`src/rtl/urna.sv`:
```
// Two-digit electronic ballot box: tallies candidate 1, candidate 2 and null votes.
// Latency: a confirm updates its counter and pulses VoteStatus on the following cycle.
// Backpressure: none; one step is taken per cycle while valid is high, and CLOSED ignores all input.
//
// Ports:
//   clk, rst_n          - clock (rising edge) and asynchronous active-low reset
//   digit[3:0], valid   - digit entry; valid with two digits held confirms the vote
//   swap                - voter correction: drops the digits entered so far
//   finish              - closes the election (sticky until reset)
//   VoteStatus          - one-cycle pulse after each counted vote
//   contadorC1/C2/Null  - 8-bit vote tallies
// Build option: define URNA_SATURATE_EN to make the tallies stop at 255 instead of wrapping.
module urna #(
    parameter logic [7:0] CODE_C1 = 8'h13,
    parameter logic [7:0] CODE_C2 = 8'h22
) (
    input  logic       clk,
    input  logic       rst_n,
    input  logic [3:0] digit,
    input  logic       valid,
    input  logic       swap,
    input  logic       finish,
    output logic       VoteStatus,
    output logic [7:0] contadorC1,
    output logic [7:0] contadorC2,
    output logic [7:0] contadorNull
);

    typedef enum logic [1:0] {
        IDLE   = 2'd0,
        FIRST  = 2'd1,
        SECOND = 2'd2,
        CLOSED = 2'd3
    } state_t;

    state_t     state;
    logic [3:0] tens;
    logic [3:0] units;

    function automatic logic [7:0] bump(input logic [7:0] cnt);
`ifdef URNA_SATURATE_EN
        return (cnt == 8'hFF) ? cnt : cnt + 8'd1;
`else
        return cnt + 8'd1;
`endif
    endfunction

    always_ff @(posedge clk or negedge rst_n) begin
        if (!rst_n) begin
            state        <= IDLE;
            tens         <= 4'd0;
            units        <= 4'd0;
            VoteStatus   <= 1'b0;
            contadorC1   <= 8'd0;
            contadorC2   <= 8'd0;
            contadorNull <= 8'd0;
        end else begin
            VoteStatus <= 1'b0;
            if (state != CLOSED) begin
                // finish beats swap beats valid; a confirm coinciding with finish is lost.
                if (finish) begin
                    state <= CLOSED;
                    tens  <= 4'd0;
                    units <= 4'd0;
                end else if (swap && state != IDLE) begin
                    state <= IDLE;
                    tens  <= 4'd0;
                    units <= 4'd0;
                end else if (valid) begin
                    case (state)
                        IDLE: begin
                            tens  <= digit;
                            state <= FIRST;
                        end
                        FIRST: begin
                            units <= digit;
                            state <= SECOND;
                        end
                        SECOND: begin
                            // Codes with a non-decimal digit never equal a BCD code, so they land in null.
                            if ({tens, units} == CODE_C1)
                                contadorC1 <= bump(contadorC1);
                            else if ({tens, units} == CODE_C2)
                                contadorC2 <= bump(contadorC2);
                            else
                                contadorNull <= bump(contadorNull);
                            VoteStatus <= 1'b1;
                            state      <= IDLE;
                        end
                        default: state <= state;
                    endcase
                end
            end
        end
    end

endmodule

```
`config.mk`:
```
export PLATFORM = sky130hd
export DESIGN_NAME = urna
export DESIGN_NICKNAME = d
export VERILOG_FILES = /design/src/rtl/urna.sv
export SDC_FILE = /design/constraint.sdc
export NUM_CORES = 1
export LEC_CHECK = 0
export CAP_MARGIN = 15
export CORE_MARGIN = 1.5
export CORE_UTILIZATION = 55
export CTS_BUF_LIST = sky130_fd_sc_hd__clkbuf_16
export DETAILED_ROUTE_END_ITERATION = 10
export DONT_BUFFER_PORTS = 1
export GPL_TIMING_DRIVEN = 0
export PLACE_DENSITY = 0.84
export SLEW_MARGIN = 20
export SYNTH_ARGS = -nofsm -noshare
export SYNTH_HDL_FRONTEND = slang
export SYNTH_SLANG_ARGS = --single-unit
export TNS_END_PERCENT = 30
```
`constraint.sdc`:
```
create_clock -name clk -period 1.95 [get_ports clk]
set_input_delay 0.39 -clock clk [delete_from_list [all_inputs] [get_ports clk]]
set_output_delay 0.39 -clock clk [all_outputs]
set_load 0.01 [all_outputs]
```
=== After elaboration in Yosys (flattened, before gate mapping) ===
Cells that the tools add are included.
Widths: inputs -> output; s select.

* Add/subtract/negate cells: 3
* Muxes and demuxes: 17
* Bitwise logic cells: 4
* Reduce and logical (&&, ||, !) cells: 13
* Equality and inequality tests: 5

{| class="wikitable"
|+ Operators by type and width
! kind !! count
|-
| $mux 4 || 8
|-
| $add 8x1->8 const B || 3
|-
| $reduce_and 7->1 || 2
|-
| $reduce_and 3->1 || 3
|-
| $reduce_bool 3->1 || 3
|-
| $eq 8x5->1 const B || 1
|-
| $eq 8x6->1 const B || 1
|-
| $mux 2 || 3
|-
| $pmux 2 s3 || 1
|-
| $reduce_and 6->1 || 1
|-
| $mux 1 || 5
|-
| $reduce_bool 5->1 || 1
|-
| $not 1->1 || 4
|-
| $eq 2x1->1 const B || 1
|-
| $eq 2x2->1 const B || 1
|-
| $logic_not 2->1 || 1
|-
| $ne 2x2->1 const B || 1
|-
| $reduce_bool 2->1 || 1
|-
| $logic_and 1x1->1 || 1
|}

* Register bits: 35

=== Logic depth before layout (Yosys ltp) ===
* Word-level depth: 6
* Gate-level depth with buffers: 8
* Depth with buffers taken out: 7

=== Worst setup path after synthesis ===
No wires, ideal clock.

* Path kind: register -> register
* From: reg state[0]
* To: reg contadorC2[1]
* Cell stages (with the launch flop): 8
* Setup time: 125 ps
* Data required time: 1825 ps
* Slack: 115 ps
* Path buffers: 1
* Clock period less this slack: 1835 ps
* Data arrival time: 1711 ps
* Path through: dfrtp_1 -> inv_1 -> ha_1 -> nor2b_2 -> nor4_4 -> and4_1 -> buf_6 -> mux2_2

* Longest elaborated chain between the ends: 4
* Elaborated cells between the ends (all ways): 6

{| class="wikitable"
|+ Ends and longest elaborated chain
! element !! RTL line !! RTL
|-
| from (decl) || 36 || <nowiki>state_t state;</nowiki>
|-
| from (signal assigned) || 90 || <nowiki>default: state <= state;</nowiki>
|-
| $reduce_bool 2->1 || 65 || <nowiki>end else if (swap && state != IDLE) begin</nowiki>
|-
| $logic_and 1x1->1 || 65 ||
|-
| $not 1->1 (no line) || n/a ||
|-
| $reduce_and 7->1 (no line) * || n/a ||
|-
| to (signal assigned) || 84 || <nowiki>contadorC2 <= bump(contadorC2);</nowiki>
|-
| to (decl) || 25 || <nowiki>output logic [7:0] contadorC2,</nowiki>
|}

Every way passes the cells marked *; elsewhere a longest branch is shown, timed or not.
A chain may end at the register's enable or synchronous reset.

=== Final worst setup path ===
* From: reg state[1]
* To: reg contadorC2[1]

Same word-level chain as after synthesis.

==> qor.csv <==
stage,metric,value,unit
power,vdd_drop_max,0.7577,mV
logic_synthesis,syn_area,1645,µm²
clock_network,cts_tree,done,
logic_synthesis,synth_area_leader_cell,dfrtp_1,
power,total_power,2.129,mW
logic_synthesis,synthCells,140,
worst_setup_path,cp-start-kind,register,
logic_synthesis,synthTopCellsByArea,"dfrtp_1 (53%), xnor2_1 (8.5%), ha_1 (6.1%)",
flow_run,maxCapViolations,0,
logic_synthesis,synth_top_area_share,53.23,%
clock_network,tritoncts.num_buffers,5,
routing,drtPass1Iterations,7,
worst_setup_path,crit_type,reg -> reg,
sta,finalHoldViolations,0,
sta,slew_headroom,68.82,%
sta,post-route-period-util,95.86,%
logic_synthesis,ys_seq_area_share,53.23,%
routing,top_layer,met4,
sta,final_max_slew_viol_count,0,
clock_network,path_clk_slew,50,ps
sta,fin_hold_ws,254.6,ps
finish,final_common_cell,dfrtp_1,
clock_network,cts.sinks,35,
routing,vias_per_cell,5.926,
sta,finalSetupViolCount,0,
logic_synthesis,ys_seq_elements,35,
routing,drt_iter0_markers,61,
global_route,antenna_found_initial,0,
worst_setup_path,critPathMaxFanout,8,
finish,area_growth,18.02,%
finish,final_cell_mix,"dfrtp_1 (35), xnor2_1 (16), nand2_1 (14), nand4_1 (12), buf_4 (9)",
power,p_per_area,1096,nW/µm²
placement,dpl.cell_count,171,
sta,worst_slew_pin_slew,463.5,ps
global_route,grt_max_degree,36,
die,fp-row-count,19,
routing,drc,6,
logic_synthesis,synth_fp_nets,157,
worst_setup_path,crit_path_cell_trace,inv_2 -> ha_4 -> nor2b_4 -> nor4_4 -> and4_1 -> buf_6 -> mux2_2,
global_route,grt_pass1_wl,4.685,mm
placement,hpwlAfterDp,2.041,mm
sta,finalClockSkew,2.582,ps
routing,wl_met2,1.460,mm
clock_network,cts_root_buffer,clkbuf_16,
worst_setup_path,path_buf_inv,2,
die,io_pins,34,
placement,io_buffers,0,
die,die_area,3329,µm²
hold_path,hold_class,in -> reg,
routing,dr_wl_met3,216,µm
worst_setup_path,cpPeakStageDelay,420,ps
clock_network,htree_num_levels,2,
sta,min_period,1869,ps
worst_setup_path,crit_family,simple AND/OR/NAND/NOR gates,
logic_synthesis,yosysWarningCount,0,
die,die_h,57.70,µm
routing,via_count,1126,
clock_network,insertion_delay,270,ps
routing,met1_length,1.221,mm
worst_setup_path,cp.required,2110,ps
global_route,groute.usage.overall,19.24,%
die,core,2805,µm²
routing,routedWlPerCell,15.57,µm
logic_synthesis,ys_types,30,
finish,n_antenna_cell,0,
finish,drive_gt1_share,19.50,%
placement,dpl_cell_area,1684,µm²
worst_setup_path,arrival,2030,ps
global_route,grt.overflow.total,0,
status,violations,DRC,
finish,fin_cells,190,
worst_setup_path,critPathCaptureType,register,
routing,wl,2.958,mm
die,start_util,58.65,%
sta,tns,0,ps
finish,design_area,1942,µm²
global_route,first_global_vias,1058,
placement,place_congestion,0.8472,
finish,fin_nets,175,
logic_synthesis,synth.avg_cell_area,11.75,µm²
power,leakagePower,0.9187,nW
clock_network,clk_path_buf_depth,2,
sta,rsz0062_at_grt,yes,
routing,antenna_left,0,
worst_setup_path,slowest_stage,dfrtp_1,
sta,fmax,0.5350,GHz
status,status,finished with violations,
die,die-width,57.70,µm
-- timing repair --
action / CTS / global route
endpoints found under the setup margin: 10 / 11
gates cloned: 0 / 0
setup buffers: 3 / 6
endpoints found under the hold margin: 35 / 0
hold buffers: 2 / 0
pin swaps: 2 / 4
gates resized for setup: 4 / 2
-- synth_stat cells, drive strengths merged --
cell    instances
a21o            2
nor4            3
inv             2
or2             1
and4            2
and2            1
nand2          15
a21oi           1
o21ai           5
ha              8
o31ai           1
mux2            2
nand3           4
nor3b           1
nor3            3
and3            3
and2b           1
dfrtp          35
nand4          12
nor2            5
o211ai          1
xor2            5
xnor2          16
nor2b           1
buf             2
a22o            7
and3b           1
-- metal layers --
metal	track usage, %	vias to the layer above
li1	-	540
met1	23.39	545
met2	29.55	34
met3	7.813	7
met4	9.967	0
met5	0	-
-- registers in the layout (all words and copies together), names as in the netlist --
register      cells
VoteStatus        1
contadorC1        8
contadorC2        8
contadorNull      8
state             2
tens              4
units             4
-- cells by family (layout without fill, tap and decap cells) --
group / Yosys count / in the layout / synth area share, %
DFF: 35 / 35 / 53.23
xor gates and xnor gates: 21 / 21 / 11.18
and+or+nand+nor: 53 / 53 / 18.94
adders and majority gates: 8 / 8 / 6.084
AOI/OAI and AO/OA: 17 / 17 / 7.376
buffers and inverters: 4 / 23 / 1.825
muxes: 2 / 2 / 1.369
-- where the power goes --
part	internal [mW]	switching, mW
sequential	0.801	0.0948
combinational	0.243	0.259
clock	0.463	0.269
-- final timing paths --
path,start,end,slack (ps),cells past startpoint
worst max-delay path,state[1]$_DFFE_PN0P_,contadorC2[1]$_DFFE_PN0P_,80,7
worst min-delay path,digit[1],tens[1]$_DFFE_PN0P_,250,1
worst max register to register,state[1]$_DFFE_PN0P_,contadorC2[1]$_DFFE_PN0P_,80,7
worst min register to register,tens[3]$_DFFE_PN0P_,tens[3]$_DFFE_PN0P_,490,2
max in group asynchronous,rst_n,contadorC2[0]$_DFFE_PN0P_,1200,2
min in group asynchronous,rst_n,contadorNull[7]$_DFFE_PN0P_,560,2
-- metrics by stage --
step / utilization, % / setup slack (ps)
2_1_floorplan: - / 114.7
6_report: 69.22 / 80.71
4_1_cts: 67.35 / 15.08
3_3_place_gp: 60.04 / -23.15
5_1_grt: 69.22 / -34.03
3_5_place_dp: 60.04 / -86.22
-- area by class of cell --
class / instances / area (µm²)
Fill cell: 215 / 863.3
Buffer: 2 / 22.52
Tap cell: 31 / 38.79
Clock buffer: 5 / 125.1
Inverter: 2 / 7.507
Clock inverter: 3 / 15.01
Multi-Input combinational cell: 101 / 759.5
Timing Repair Buffer: 11 / 97.59
Sequential cell: 35 / 875.8
No activity file was read; power rests on OpenSTA's default activity.
